--- src/rtl/ece429_pkg.sv ---
// Shared definitions for the ECE429 memory boot arbiter.
// Holds the arbiter state encoding, memory access-size codes, the
// fetch-size to beat-count mapping, read/write codes and the word stride.
package ece429_pkg;

  typedef enum logic [2:0] {
    ST_IDLE  = 3'd0,
    ST_START = 3'd1,
    ST_LOAD  = 3'd2,
    ST_READY = 3'd3,
    ST_BURST = 3'd4,
    ST_ERROR = 3'd5
  } state_t;

  // Memory access-size code used for word reads.
  localparam logic [1:0] ACCESS_WORD = 2'b00;

  // Fetch burst-size codes.
  localparam logic [1:0] SIZE_1W  = 2'b00;
  localparam logic [1:0] SIZE_4W  = 2'b01;
  localparam logic [1:0] SIZE_8W  = 2'b10;
  localparam logic [1:0] SIZE_16W = 2'b11;

  localparam logic MEM_WRITE = 1'b1;
  localparam logic MEM_READ  = 1'b0;

  localparam logic [31:0] WORD_STRIDE = 32'd4;

  function automatic logic [4:0] size_to_beats(input logic [1:0] size);
    logic [4:0] beats;
    case (size)
      SIZE_1W:  beats = 5'd1;
      SIZE_4W:  beats = 5'd4;
      SIZE_8W:  beats = 5'd8;
      default:  beats = 5'd16;
    endcase
    return beats;
  endfunction

endpackage

--- src/rtl/ece429_burst_gen.sv ---
// Burst address generator and read-return pipeline.
// Ports:
//   clock, reset      - clock and asynchronous active-high reset
//   start             - issue beat 0 of a new burst at start_addr this cycle
//   start_addr        - word-aligned base address of the burst
//   start_beats       - total number of beats in the burst (1..16)
//   step              - issue the next beat of the current burst this cycle
//   beat_addr         - address of the beat issued this cycle (0 if none)
//   beat_last         - the beat issued this cycle is the final one
//   rvalid, rlast     - issued beats delayed by READ_LATENCY cycles
module ece429_burst_gen
  import ece429_pkg::*;
#(
  parameter int READ_LATENCY = 1
) (
  input  logic        clock,
  input  logic        reset,
  input  logic        start,
  input  logic [31:0] start_addr,
  input  logic [4:0]  start_beats,
  input  logic        step,
  output logic [31:0] beat_addr,
  output logic        beat_last,
  output logic        rvalid,
  output logic        rlast
);

  logic [31:0]             addr_q, addr_d;
  logic [4:0]              remain_q, remain_d;
  logic [READ_LATENCY-1:0] vld_q, vld_d;
  logic [READ_LATENCY-1:0] last_q, last_d;
  logic                    issue;

  assign issue = start | step;

  // remain_q counts beats still to be issued after the last one sent.
  always_comb begin
    beat_addr = '0;
    beat_last = 1'b0;
    addr_d    = addr_q;
    remain_d  = remain_q;
    if (start) begin
      beat_addr = start_addr;
      beat_last = (start_beats == 5'd1);
      addr_d    = start_addr;
      remain_d  = start_beats - 5'd1;
    end else if (step) begin
      // 32-bit add wraps 0xFFFFFFFC to 0x00000000 naturally.
      beat_addr = addr_q + WORD_STRIDE;
      beat_last = (remain_q == 5'd1);
      addr_d    = addr_q + WORD_STRIDE;
      remain_d  = remain_q - 5'd1;
    end
  end

  always_comb begin
    vld_d     = '0;
    last_d    = '0;
    vld_d[0]  = issue;
    last_d[0] = issue & beat_last;
    for (int i = 1; i < READ_LATENCY; i++) begin
      vld_d[i]  = vld_q[i-1];
      last_d[i] = last_q[i-1];
    end
  end

  always_ff @(posedge clock or posedge reset) begin
    if (reset) begin
      addr_q   <= '0;
      remain_q <= '0;
      vld_q    <= '0;
      last_q   <= '0;
    end else begin
      addr_q   <= addr_d;
      remain_q <= remain_d;
      vld_q    <= vld_d;
      last_q   <= last_d;
    end
  end

  assign rvalid = vld_q[READ_LATENCY-1];
  assign rlast  = last_q[READ_LATENCY-1];

endmodule

--- src/rtl/ece429_mem_boot_arbiter.sv ---
// Owner of the single ECE429 memory port. Sequences the boot load through
// the SREC parser, then serves word/burst fetch requests.
// Ports:
//   clock, reset                    - clock, asynchronous active-high reset
//   boot_start                      - pulse that starts the boot load
//   parse_enable                    - one-cycle enable pulse to the parser
//   parse_addr/data/access_size     - parser write request (routed in LOAD)
//   parse_done, parse_error         - parser completion status
//   fetch_req/addr/size, fetch_gnt  - fetch request handshake
//   fetch_rdata/rvalid/rlast        - fetch read return
//   mem_address/datain/access_size/r_w, mem_dataout - memory port
//   boot_done, boot_error           - sticky boot status
module ece429_mem_boot_arbiter
  import ece429_pkg::*;
#(
  parameter int unsigned LOAD_TIMEOUT = 32'd1000000,
  parameter int          READ_LATENCY = 1
) (
  input  logic        clock,
  input  logic        reset,
  input  logic        boot_start,
  output logic        parse_enable,
  input  logic [31:0] parse_addr,
  input  logic [31:0] parse_data,
  input  logic [1:0]  parse_access_size,
  input  logic        parse_done,
  input  logic        parse_error,
  input  logic        fetch_req,
  input  logic [31:0] fetch_addr,
  input  logic [1:0]  fetch_size,
  output logic        fetch_gnt,
  output logic [31:0] fetch_rdata,
  output logic        fetch_rvalid,
  output logic        fetch_rlast,
  output logic [31:0] mem_address,
  output logic [31:0] mem_datain,
  output logic [1:0]  mem_access_size,
  output logic        mem_r_w,
  input  logic [31:0] mem_dataout,
  output logic        boot_done,
  output logic        boot_error
);

  state_t      state_q, state_d;
  logic [31:0] timeout_q, timeout_d;
  logic        done_q, done_d;
  logic        err_q, err_d;

  logic        burst_start;
  logic        burst_step;
  logic [4:0]  req_beats;
  logic [31:0] req_addr;
  logic [31:0] beat_addr;
  logic        beat_last;
  logic        rvalid;
  logic        rlast;

  assign req_beats   = size_to_beats(fetch_size);
  assign req_addr    = fetch_addr & ~32'h3;
  assign burst_start = (state_q == ST_READY) && fetch_req;
  assign burst_step  = (state_q == ST_BURST);

  ece429_burst_gen #(
    .READ_LATENCY(READ_LATENCY)
  ) u_burst_gen (
    .clock       (clock),
    .reset       (reset),
    .start       (burst_start),
    .start_addr  (req_addr),
    .start_beats (req_beats),
    .step        (burst_step),
    .beat_addr   (beat_addr),
    .beat_last   (beat_last),
    .rvalid      (rvalid),
    .rlast       (rlast)
  );

  always_comb begin
    state_d         = state_q;
    timeout_d       = timeout_q;
    done_d          = done_q;
    err_d           = err_q;
    parse_enable    = 1'b0;
    fetch_gnt       = 1'b0;
    mem_address     = '0;
    mem_datain      = '0;
    mem_access_size = ACCESS_WORD;
    mem_r_w         = MEM_READ;

    case (state_q)
      ST_IDLE: begin
        if (boot_start) state_d = ST_START;
      end
      ST_START: begin
        parse_enable = 1'b1;
        timeout_d    = '0;
        state_d      = ST_LOAD;
      end
      ST_LOAD: begin
        mem_address     = parse_addr;
        mem_datain      = parse_data;
        mem_access_size = parse_access_size;
        mem_r_w         = MEM_WRITE;
        timeout_d       = timeout_q + 32'd1;
        // Error has priority over done; timeout only when neither arrives.
        if (parse_error) begin
          err_d   = 1'b1;
          state_d = ST_ERROR;
        end else if (parse_done) begin
          done_d  = 1'b1;
          state_d = ST_READY;
        end else if ((LOAD_TIMEOUT != 0) && (timeout_d == LOAD_TIMEOUT)) begin
          err_d   = 1'b1;
          state_d = ST_ERROR;
        end
      end
      ST_READY: begin
        if (fetch_req) begin
          fetch_gnt   = 1'b1;
          mem_address = beat_addr;
          if (req_beats > 5'd1) state_d = ST_BURST;
        end
      end
      ST_BURST: begin
        mem_address = beat_addr;
        if (beat_last) state_d = ST_READY;
      end
      ST_ERROR: begin
        state_d = ST_ERROR;
      end
      default: begin
        state_d = ST_IDLE;
      end
    endcase
  end

  always_ff @(posedge clock or posedge reset) begin
    if (reset) begin
      state_q   <= ST_IDLE;
      timeout_q <= '0;
      done_q    <= 1'b0;
      err_q     <= 1'b0;
    end else begin
      state_q   <= state_d;
      timeout_q <= timeout_d;
      done_q    <= done_d;
      err_q     <= err_d;
    end
  end

  assign fetch_rvalid = rvalid;
  assign fetch_rlast  = rlast;
  assign fetch_rdata  = rvalid ? mem_dataout : '0;
  assign boot_done    = done_q;
  assign boot_error   = err_q;

endmodule

--- config.mk ---
export PLATFORM = sky130hd
export DESIGN_NAME = ece429_mem_boot_arbiter
export DESIGN_NICKNAME = d
export VERILOG_FILES = /design/src/rtl/ece429_pkg.sv /design/src/rtl/ece429_burst_gen.sv /design/src/rtl/ece429_mem_boot_arbiter.sv
export SDC_FILE = /design/constraint.sdc
export NUM_CORES = 1
export LEC_CHECK = 0
export BUFFER_PORTS_ARGS = -buffer_cell sky130_fd_sc_hd__buf_4
export CAP_MARGIN = 0
export CORE_ASPECT_RATIO = 2
export CORE_MARGIN = 3
export CORE_UTILIZATION = 45
export CTS_CLUSTER_DIAMETER = 60
export DETAILED_ROUTE_END_ITERATION = 12
export HOLD_SLACK_MARGIN = 0.08
export PLACE_DENSITY = 0.77
export REMOVE_ABC_BUFFERS = 1
export SLEW_MARGIN = 20
export SYNTH_ARGS = -nofsm -noshare
export SYNTH_HDL_FRONTEND = slang
export SYNTH_HIERARCHICAL = 1
export SYNTH_SLANG_ARGS = --single-unit
--- constraint.sdc ---
create_clock -name clock -period 3.2 [get_ports clock]
set_clock_uncertainty 0.05 [all_clocks]
set_input_delay 0 -clock clock [delete_from_list [all_inputs] [get_ports clock]]
set_output_delay 0 -clock clock [all_outputs]
set_load 0.01 [all_outputs]
==> flow_summary.toml <==
[setup_path]
crit_type = "flip-flop to flip-flop"
start_kind = "flip-flop"
setup.worst_path.end_class = "flip-flop"
crit_fanout = 11
worstPathArrival_ns = 3.14
required_ns = 3.39

[yosys]
synthFlopType = "dfrtp_1"
synth-async-reset-ratio = 1.00
synth_edf_count = 0
ys_top_cells_by_area = "dfrtp_1 30%, o21ai_0 6.2%, a22o_1 4.8%"
synth_cells = 833
ys_seq_area_frac = 0.296
yosysUniqueCellTypes = 68
ys_seq_elements = 76
syn_area_um2 = 6430
synth_top_area_cell = "dfrtp_1"
synth_warnings = 6
synth_top_area_share = 0.296
avgSynthCellArea_um2 = 7.72

[sta]
min_period_ns = 2.95
timing.final.hold_violations = 0
grt_setup_unrepaired = "false"
drv_slew = 0
relSlewSlack = 0.394
max_freq_ghz = 0.339
setup_viol = 0
post-route-period-util = 0.921
tns_ns = 0
worst_pin_slew_ns = 0.909

[layout]
fillers = 1249
area_growth_pct = 40.5
final_util = 0.647
finalNonFillerCells = 1265
final_nets = 1217
final_cell_mix = "262 x buf_4, 80 x o21ai_0, 79 x nand2_1"
num_antenna_cells = 0
final_layout_size_suffix_gt1_frac = 0.278
fin_area_um2 = 9030
final_common_cell = "buf_4"

[detailed_routing]
first_pass_iters = 5
initialDrtViolationCount = 524
viasPerCell = 6.08
wl_per_cell_um = 20.6
drtAntennaViolNets = 0
drt-total-wl_mm = 26.1
drc = 0
num_vias = 7685

[clock_network]
clk_path_buf_depth = 2
post-cts-setup-buffers = 0
root_buffer = "clkbuf_16"
cts.sinks = 76
cts_tree = "yes"
cts.htree.levels = 3
cts-buffers-inserted = 9
clk_latency_ns = 0.35
path_clk_slew_ns = 0.06

[global_routing]
antenna_found_initial = 0
track_usage = 0.319
grt_max_degree = 50
grt_pass1_wl_mm = 40.1
grt_pass1_vias = 7273
grt_overflow = 0

[pwr]
peakVddDrop_mv = 0.373
p_leak_nw = 4.14
power_w = 0.00567
powerDensity_nw_per_um2 = 628

[die]
core_um2 = 14000
die_w_um = 90.5
fp-row-count = 61
die_h_um = 175
initial_utilization = 0.460
io_pins = 243
die-area_um2 = 15800

[outcome]
status = "complete, no violations"

[place]
gp_congestion = 0.981
dp.cells = 1213
place_area_um2 = 8340
io_buffers = 240
dp_hpwl_mm = 19.2

[flow_run]
max_cap_violations = 0

[min_path]
holdCritPathClass = "primary input to flip-flop"
worst max-delay path, stage by stage, from the launching register on:
cell	delay (ns)
dfrtp_1	0.42
ha_2	0.28
nand3_2	0.18
or3_4	0.41
nor3_1	0.19
buf_4	0.21
and2_1	0.16
a31oi_1	0.11
or4b_4	0.55
o41ai_2	0.28
state kept, by name, summed over array words and instances (netlist names):
register	flops
timeout_q	32
u_burst_gen/addr_q	32
u_burst_gen/remain_q	5
state_q	3
boot_done	1
boot_error	1
u_burst_gen/rlast	1
u_burst_gen/rvalid	1
final cells by class:
class	count	area, um2	share of cell area
multi-input cells	671	4190	0.463
repair buffers	299	2340	0.259
inverters	15	56.3	0.00623
well taps	189	236	0.0262
clock inverters	6	88.8	0.00984
flip-flops and latches	76	1900	0.211
clock buffers	9	225	0.0249
synthesized netlist by cell type (17+ instances only):
cell      count
xnor2_1      22
nand3_1      47
a22o_1       35
o211ai_1     20
a31oi_1      17
clkbuf_1     57
and3_1       49
and2_1       38
or4_1        17
nand4_1      33
nand2_1      79
dfrtp_1      76
nor2_1       56
o21ai_0      80
nor3_1       17
cell families after synthesis:
family / count (synthesis) / share of synthesized area
buffers and inverters: 91 / 0.0572
AOI/OAI and AO/OA: 212 / 0.222
and+or+nand+nor: 404 / 0.352
adders and majority gates: 7 / 0.0136
xor gates and xnor gates: 38 / 0.0518
muxes: 4 / 0.00681
other: 1 / 0.000583
DFF: 76 / 0.296
where the power goes:
part | total, W | internal [W] | switching [W]
logic | 0.00286 | 0.00127 | 0.00159
clock network | 0.00112 | 0.000681 | 0.000438
registers | 0.00169 | 0.00122 | 0.000474
metrics by stage:
step	setup WS [ns]	hold WS, ns
after floorplan	-1.18	0.0427
after global placement	0.282	0.103
after detailed placement	0.227	0.107
after CTS	0.209	0.189
after global routing	0.0127	0.248
final	0.254	0.205
path summary, 6_finish.rpt:
kind                         startpoint                end  slack, ns  cells past startpoint
max                        timeout_q[0]         boot_error       0.25                      9
min                           fetch_req         state_q[0]       0.20                      5
max reg2reg                timeout_q[0]         boot_error       0.25                      9
min reg2reg                  boot_error         boot_error       0.42                      2
max in group asynchronous         reset  u_burst_gen/rlast       2.35                      4
min in group asynchronous         reset      timeout_q[31]       0.29                      4
per-layer routing:
layer  up-vias  GRT usage  part of all wire
li1       3563          -                 -
met1      3659      0.365              0.37
met2       385      0.579              0.52
met3        78     0.0539             0.068
met4         0      0.130             0.041
met5         -          0                 0
timing repair:
action                                  4_1_cts  5_1_grt
gates resized for setup                       0        2
endpoints found under the hold margin       115        0
endpoints found under the setup margin        0        2
hold buffers                                 37        0
(Power assumes the default switching activity.)
